<file path="src/rtl/multiword_adder_sequencer.sv">
`default_nettype none
// ============================================================================
// Module      : multiword_adder_sequencer (and its ripple_carry_adder slice)
// Description : Performs a WIDTH*WORDS-bit addition by running one WIDTH-bit
//               ripple_carry_adder over the operand words, least-significant
//               word first, with the word carry kept in a register.
//               Handshake: start is accepted in IDLE (ready=1), busy is high
//               for WORDS cycles, then done pulses for one cycle.
// Ports       : clk, reset (sync, active-high), start, op_a, op_b, carry_in,
//               [sub], ready, busy, done, result, carry_out, overflow.
// Option      : define MULTIWORD_ADDER_SUB_EN to add the 'sub' input, which
//               turns the operation into op_a - op_b.
// Revision    : 1.0 - initial release
// ============================================================================

module ripple_carry_adder #(
    parameter int WIDTH = 32
) (
    input  logic [WIDTH-1:0] input_a,
    input  logic [WIDTH-1:0] input_b,
    input  logic             carry_in,
    output logic [WIDTH-1:0] final_sum,
    output logic             carry_out
);

    logic [WIDTH:0] w_c;

    assign w_c[0] = carry_in;

    for (genvar i = 0; i < WIDTH; i++) begin : g_bit
        assign final_sum[i] = input_a[i] ^ input_b[i] ^ w_c[i];
        assign w_c[i+1]     = (input_a[i] & input_b[i]) |
                              (w_c[i] & (input_a[i] ^ input_b[i]));
    end

    assign carry_out = w_c[WIDTH];

endmodule

module multiword_adder_sequencer #(
    parameter int WIDTH = 32,
    parameter int WORDS = 4
) (
    input  logic                   clk,
    input  logic                   reset,
    input  logic                   start,
    input  logic [WIDTH*WORDS-1:0] op_a,
    input  logic [WIDTH*WORDS-1:0] op_b,
    input  logic                   carry_in,
`ifdef MULTIWORD_ADDER_SUB_EN
    input  logic                   sub,
`endif
    output logic                   ready,
    output logic                   busy,
    output logic                   done,
    output logic [WIDTH*WORDS-1:0] result,
    output logic                   carry_out,
    output logic                   overflow
);

    localparam int                 c_idx_w    = (WORDS > 1) ? $clog2(WORDS) : 1;
    localparam logic [c_idx_w-1:0] c_last_idx = c_idx_w'(WORDS - 1);

    localparam logic [1:0] c_st_idle = 2'd0;
    localparam logic [1:0] c_st_run  = 2'd1;
    localparam logic [1:0] c_st_done = 2'd2;

    logic [1:0]             r_state;
    logic [1:0]             w_state_nxt;
    logic [c_idx_w-1:0]     r_idx;
    logic                   r_carry;
    logic [WIDTH*WORDS-1:0] r_op_a;
    logic [WIDTH*WORDS-1:0] r_op_b;
    logic [WIDTH*WORDS-1:0] r_result;
    logic                   r_carry_out;
    logic                   r_overflow;

    logic [31:0]            w_base;
    logic [WIDTH-1:0]       w_a_word;
    logic [WIDTH-1:0]       w_b_word;
    logic [WIDTH-1:0]       w_sum;
    logic                   w_cout;
    logic                   w_msb_cin;
    logic [WIDTH*WORDS-1:0] w_b_capt;
    logic                   w_c0;
    logic                   w_last;

    // Operand B and the word-0 carry are conditioned at capture time so the
    // datapath itself is identical for add and subtract.
`ifdef MULTIWORD_ADDER_SUB_EN
    assign w_b_capt = sub ? ~op_b : op_b;
    assign w_c0     = sub ? 1'b1 : carry_in;
`else
    assign w_b_capt = op_b;
    assign w_c0     = carry_in;
`endif

    assign w_base   = 32'(r_idx) * 32'(WIDTH);
    assign w_a_word = r_op_a[w_base +: WIDTH];
    assign w_b_word = r_op_b[w_base +: WIDTH];
    assign w_last   = (r_idx == c_last_idx);

    ripple_carry_adder #(
        .WIDTH (WIDTH)
    ) u_adder (
        .input_a   (w_a_word),
        .input_b   (w_b_word),
        .carry_in  (r_carry),
        .final_sum (w_sum),
        .carry_out (w_cout)
    );

    // The carry into the slice MSB is not a port of the adder; it is
    // recovered from the MSB sum equation instead.
    assign w_msb_cin = w_a_word[WIDTH-1] ^ w_b_word[WIDTH-1] ^ w_sum[WIDTH-1];

    // ---------------------------------------------------------------- FSM
    always_ff @(posedge clk) begin
        if (reset) begin
            r_state <= c_st_idle;
        end else begin
            r_state <= w_state_nxt;
        end
    end

    always_comb begin
        w_state_nxt = r_state;
        case (r_state)
            c_st_idle: if (start) w_state_nxt = c_st_run;
            c_st_run:  if (w_last) w_state_nxt = c_st_done;
            c_st_done: w_state_nxt = c_st_idle;
            default:   w_state_nxt = c_st_idle;
        endcase
    end

    // ----------------------------------------------------------- datapath
    always_ff @(posedge clk) begin
        if (reset) begin
            r_idx       <= '0;
            r_carry     <= 1'b0;
            r_op_a      <= '0;
            r_op_b      <= '0;
            r_result    <= '0;
            r_carry_out <= 1'b0;
            r_overflow  <= 1'b0;
        end else begin
            case (r_state)
                c_st_idle: begin
                    if (start) begin
                        r_op_a   <= op_a;
                        r_op_b   <= w_b_capt;
                        r_carry  <= w_c0;
                        r_idx    <= '0;
                        r_result <= '0;
                    end
                end
                c_st_run: begin
                    r_result[w_base +: WIDTH] <= w_sum;
                    r_carry                   <= w_cout;
                    if (w_last) begin
                        r_carry_out <= w_cout;
                        r_overflow  <= w_cout ^ w_msb_cin;
                        r_idx       <= '0;
                    end else begin
                        r_idx <= r_idx + 1'b1;
                    end
                end
                default: begin
                end
            endcase
        end
    end

    assign ready     = (r_state == c_st_idle);
    assign busy      = (r_state == c_st_run);
    assign done      = (r_state == c_st_done);
    assign result    = r_result;
    assign carry_out = r_carry_out;
    assign overflow  = r_overflow;

endmodule

`default_nettype wire
</file>
<file path="config.mk">
export PLATFORM = sky130hd
export DESIGN_NAME = multiword_adder_sequencer
export DESIGN_NICKNAME = d
export VERILOG_FILES = /design/src/rtl/multiword_adder_sequencer.sv
export SDC_FILE = /design/constraint.sdc
export NUM_CORES = 1
export LEC_CHECK = 0
export CORE_MARGIN = 2
export CORE_UTILIZATION = 39
export CTS_CLUSTER_DIAMETER = 40
export DETAILED_ROUTE_END_ITERATION = 8
export PLACE_DENSITY = 0.72
export SYNTH_ARGS = -nofsm -noshare
export SYNTH_HDL_FRONTEND = slang
export SYNTH_SLANG_ARGS = --single-unit
</file>
<file path="constraint.sdc">
create_clock -name clk -period 41.5 [get_ports clk]
set_input_delay 10.375 -clock clk [delete_from_list [all_inputs] [get_ports clk]]
set_output_delay 10.375 -clock clk [all_outputs]
set_load 0.02 [all_outputs]
</file>
==> metrics.txt, run 1 <==
Die Width=212 µm; first-pass GRT wire length=82.0 mm; Req. time, crit path=41980 ps; Post-synth top flop=dfxtp_1; share of layout cells above drive strength 1=8.54%; nets=2511; #FFs+latches synth=391; RR Startpoint=r_idx[0]; syn nets=2217; EDFF count, synth=0; share of total power in combinational logic=12.9%; highest clock rate=66.3 MHz; Seq pwr share=40.2%; Num CTS Buffers=55; placed cell area=0.0208 mm²; Area growth syn-to-layout=34.6%; ys async rst share=0%; Avg Inst Size Synth=8.76 µm²; critical path's top delay family=adder cells; Die Ht=212 µm; slowest cell delay on critical path=630 ps; number of hold buffers added after CTS=0; Crit-path slowest cell=dfxtp_4; run status=finished clean; clock power share=46.9%; final setup vio count=0; Routed WL per cell=19.4 µm; critical path buffer and inverter count=5; Relative slew margins=18.6%; CTS max path bufs=3; Synth Warn #=0; CP dominant cell by count=fa_1; DR vias/cell=5.28; CTS Root Cell=clkbuf_16; RSZ-0062 raised after global routing=no; Reg2Reg Setup Slack=26410 ps; WL final=54.7 mm; row count=76; Worst Tran Pin Value=1220 ps; cells after synthesis=1920; H-tree levels=2; Initial DRC Count=1266; Final ANT Viol Nets=0; worst vdd ir=0.0000313 V; Final Max Tran Viols=0; CP Class=flip-flop to flip-flop; hold_sp=r_op_b[116]; fin area=0.0227 mm²; cell area after synthesis=0.0168 mm²; Final Hold Violating Endpoints=0; Initial Utilization=39.3%; Cell Pwr Density=44.3 mW/mm²; Fillers=3914; worst hold path type=flip-flop to flip-flop; core footprint=0.0428 mm²; GRT Residual Overflow=0; Max-cap violations=0; PostCTS Resize Cnt=0; post-synthesis sequential area ratio=46.5%; leak pwr=7.73 nW; DR vias=14903; Reg2Reg Depth=41; DP HPWL=38.3 mm; min Tclk post-route=15090 ps; pin count of the biggest net entering global routing=258; number of library cell types mapped by synthesis=31; post-layout util=52.9%; hold path cells=2; GPL Wtd Cong=0.859; crit path max fanout=33; Sw Pwr=0.266 mW; clk_skew=29.8 ps; Clock Latency Late Sink=610 ps; final setup TNS=0 ps; P_int=0.736 mW; initial antenna violation count=19; CTS tree=yes; r2r endpoint=overflow; Startpoint Class=flip-flop; clk sink count=391; IO Pins=393; DRC=0; Hold Crit Endpoint=r_op_b[116]; vias in the first global route=14574; Worst EP arrival=15570 ps; PortBufs=392; Setup crit end kind=flip-flop; GRT Util Overall=24.0%; clock slew at reported path FFs=60 ps; Post-CTS Setup Inserts=0; Sw Share=26.6%; final period utilization=36.4%; DIE AREA=0.0448 mm²; Initial DRT Pass Iterations=5
==> power by group through the flow <==
stage / Combinational [mW] / Clock [mW] / Sequential [mW]
floorplan: 0.0746 / 0 / 0.407
global placement: 0.128 / 0 / 0.410
detailed placement: 0.130 / 0 / 0.411
CTS: 0.130 / 0.475 / 0.403
global route: 0.140 / 0.493 / 0.405
finish: 0.130 / 0.470 / 0.403
==> flip-flops by register name (all words and copies together) (netlist names) <==
register,count
carry_out,1
r_carry,1
r_state,2
result,128
r_idx,2
overflow,1
r_op_a,128
r_op_b,128
==> final cells by class <==
class	instances	area (µm²)	share of cell area (%)
sequential	391	7840	34.6
multi-input combinational	1288	7900	34.9
inverter	67	251	1.11
clock buffer	66	1480	6.53
tap	546	683	3.02
clock inverter	36	384	1.70
timing repair buffer	411	4080	18.0
antenna	15	37.5	0.166
==> cells by family after synthesis <==
kind of cell,Yosys count,share of synthesized area (%)
AO/OA/AOI/OAI,518,15.5
adder cells (fa/ha/maj),37,4.18
flip-flops,391,46.5
AND/OR/NAND/NOR,663,17.9
multiplexers,69,8.86
XOR/XNOR,1,0.0521
buffers and inverters,241,7.01
==> worst min-delay path, stage by stage, from the launching register on <==
cell and delay [ps]:
dfxtp_1 310, nand2_1 50, a21oi_1 50
==> layout by cell type, fill, tap and decap left out, drive strengths merged, types with 3 or more instances in the layout <==
cell type and count:
nor2b 3, nand3 10, clkinvlp 5, nor2 5
bufinv 4, clkbuf 66, clkinv 13, buf 20
dfxtp 391, mux2i 5, a21oi 386, mux4 64
diode 15, clkdlybuf4s50 391, ha 5, inv 81
o21ai 129, nand3b 122, fa 32, nand2 513
==> synthesized netlist by cell type, drive strengths merged (2+ instances only) <==
library cell    n  share of area, %
a21oi         386                11
and2            2             0.074
buf            87               3.6
clkbuf         87               1.9
dfxtp         391                47
fa             32               3.8
ha              5              0.37
inv            66               1.5
mux2i           5              0.30
mux4           64               8.6
nand2         513                11
nand3          10              0.30
nand3b        122               5.4
nor2            5              0.11
nor2b           3              0.11
nor3b           2              0.12
nor4bb          2              0.12
o21ai         129               3.8
==> worst max path at each step <==
stage	start	end	slack, ps	cells after the start
after floorplan	r_idx[1]	overflow	27630	42
after global placement	r_idx[0]	overflow	26520	41
after detailed placement	r_idx[0]	overflow	26380	41
after CTS	r_idx[0]	overflow	26340	41
after global routing	r_idx[0]	overflow	25770	41
final	r_idx[0]	overflow	26410	41
==> routing by layer <==
metal	vias up	share of wire, %	global-route usage [%]
li1	7085	-	-
met1	7046	41	30.6
met2	626	46	37.8
met3	138	7.6	4.69
met4	8	5.2	14.7
met5	-	0.11	0
==> metrics by stage <==
| stage | hold WS [ps] | power [mW] | worst slack, ps | instances |
|---|---|---|---|---|
| floorplan | 433 | 0.482 | 27630 | 1920 |
| global placement | 439 | 0.538 | 26520 | 2703 |
| detailed placement | 446 | 0.540 | 26380 | 2703 |
| CTS | 453 | 1.01 | 26340 | 2805 |
| global route | 466 | 1.04 | 25770 | 2819 |
| finish | 453 | 1.00 | 26410 | 2820 |
(Power assumes the default switching activity.)
==> inputs of run 2 (changes only) <==
- clock period: 41.5 -> 15.1 ns (I/O delays scaled with it)
==> run 2 against run 1 <==
  * Worst setup slack worse by 26000 ps
  * Sequential share of layout area hardly changed
  * Combinational power grew to 2.8 times the previous value
  * Utilization hardly changed
  * Clock skew is 9.5 ps lower
  * Flip-flop and latch count stayed put
  * Sequential power grew to 2.7 times the previous value
  * Register-to-register slack worse by 26000 ps
  * Largest cell class unchanged
==> metrics.txt, run 2 (synthesis results as in run 1) <==
min Tclk post-route=14370 ps (-722 ps); hold path cells=2 (unchanged); PostCTS Resize Cnt=0 (unchanged); Post-CTS Setup Inserts=0 (unchanged); Initial DRC Count=1301 (+2.8%); clock slew at reported path FFs=50 ps (about the same); Clock Latency Late Sink=600 ps (about the same); worst hold path type=flip-flop to flip-flop; GRT Util Overall=23.9% (-0.072 points); DIE AREA=0.0448 mm² (unchanged); Startpoint Class=flip-flop; Area growth syn-to-layout=34.7% (about the same); most frequent cells in the layout=nand2_1, clkdlybuf4s50_1, dfxtp_1; DR vias/cell=5.31 (+0.45%); Fillers=3874 (-1.0%); Routed WL per cell=19.4 µm (+0.24%); row count=76 (unchanged); Relative slew margins=7.49% (-11 points); Seq. cell area=0.00784 mm² (unchanged); Final Hold Violating Endpoints=0 (unchanged); share of layout cells above drive strength 1=8.55% (about the same); Final Max Tran Viols=0 (unchanged); pin count of the biggest net entering global routing=258 (unchanged); DR vias=14927 (+0.16%); CP Class=flip-flop to flip-flop; total power=2.76 mW (+170%); Num CTS Buffers=54 (-1.8%); run status=finished clean; Worst Tran Pin Value=1390 ps (+166 ps); worst hold margin=449 ps (-3.74 ps); H-tree levels=2 (unchanged); CTS tree=yes; highest clock rate=69.6 MHz (+5.0%); worst vdd ir=0.0000848 V (+170%); leak pwr=7.72 nW (-0.18%); clk sink count=391 (unchanged); number of hold buffers added after CTS=0 (unchanged); Initial Utilization=39.3% (unchanged); Hold Crit Endpoint=r_op_a[71]; Final ANT Viol Nets=0 (unchanged); Reg2Reg Setup Slack=730 ps (-25680 ps); CTS Root Cell=clkbuf_16; Die Width=212 µm (unchanged); Setup crit end kind=flip-flop; first-pass GRT wire length=81.9 mm (-0.15%); DP HPWL=38.6 mm (+0.83%); crit path max fanout=19 (-42%); PortBufs=392 (unchanged); core footprint=0.0428 mm² (unchanged); vias in the first global route=14243 (-2.3%); GRT Residual Overflow=0 (unchanged); CP dominant cell by count=fa_1; CTS max path bufs=3 (unchanged); Cell Pwr Density=122 mW/mm² (+170%); WL final=54.7 mm (about the same); slowest cell delay on critical path=530 ps (-100 ps); IO Pins=393 (unchanged); hold_sp=r_op_a[71]; initial antenna violation count=13 (-6); clk_skew=20.3 ps (-9.52 ps); RR Startpoint=r_idx[1]; RSZ-0062 raised after global routing=no; commonest non-fill, non-tap cell in the layout=nand2_1; nets=2511 (unchanged); DRC=0 (unchanged); Initial DRT Pass Iterations=7 (+2); Multi-input gate area=0.00790 mm² (unchanged); final setup TNS=0 ps (unchanged); final setup vio count=0 (unchanged); Worst EP arrival=14850 ps (-720 ps); Max-cap violations=0 (unchanged); Die Ht=212 µm (unchanged); Req. time, crit path=15580 ps (-26400 ps); GPL Wtd Cong=0.848 (-1.3%); Crit-path slowest cell=dfxtp_4; r2r endpoint=overflow; Reg2Reg Depth=40 (-2.4%); final period utilization=95.1% (+59 points)
## run 2: cell count changes in the layout (fill, tap and decap cells not counted), sizes merged
cell and change:
inv -6, diode -7, clkinv -3, buf +1
clkbuf +1, clkinvlp +6
## run 2: power by group
| group | leakage, nW | internal, mW | switching [mW] |
|---|---|---|---|
| clock network | 0.887 | 0.788 | 0.505 |
| logic | 3.64 | 0.165 | 0.194 |
| registers | 3.19 | 1.08 | 0.0261 |
| total | 7.72 | 2.03 | 0.725 |
## run 2: routing by layer
metal | part of all wire, % | wire (µm) | global-route usage [%]
met2 | 47 | 25700 | 38.8
met5 | 0.10 | 57 | 0
met1 | 41 | 22400 | 30.6
met4 | 4.0 | 2190 | 11.0
met3 | 7.9 | 4310 | 5.15
## run 2: metrics by stage
step	instances	instance area [µm²]	worst slack (ps)	utilization [%]
after floorplan	1920	16800	1230	-
after global placement	2704	20800	902	48.5
after detailed placement	2704	20800	730	48.5
after CTS	2804	22600	680	52.9
after global routing	2811	22700	280	52.9
final	2812	22700	733	52.9
## run 2: final cells by class
class | instances | area share (%)
diodes | 8 | 0.0884
clock buffers | 67 | 6.63
clock inverters | 33 | 1.65
inverters | 67 | 1.11
multi-input cells | 1288 | 34.9
flip-flops and latches | 391 | 34.6
well taps | 546 | 3.02
repair buffers | 412 | 18.1
## run 2: worst max-delay path, delay by kind of cell, from the launching register on
| kind | cells | cell delay (ps) |
|---|---|---|
| AO/OA/AOI/OAI | 1 | 250 |
| XOR/XNOR | 1 | 210 |
| adder cells (fa/ha/maj) | 32 | 12550 |
| buffers and inverters | 4 | 250 |
| flip-flops | 1 | 530 |
| multiplexers | 1 | 250 |
| AND/OR/NAND/NOR | 1 | 160 |
## run 2: worst max-delay path by stage
stage                          end  slack (ps)      from  depth (start not counted)
after floorplan           overflow        1230  r_idx[1]                         42
after global placement    overflow         900  r_idx[1]                         40
after detailed placement  overflow         730  r_idx[1]                         40
after CTS                 overflow         680  r_idx[1]                         40
after global routing      overflow         280  r_idx[1]                         40
final                     overflow         730  r_idx[1]                         40
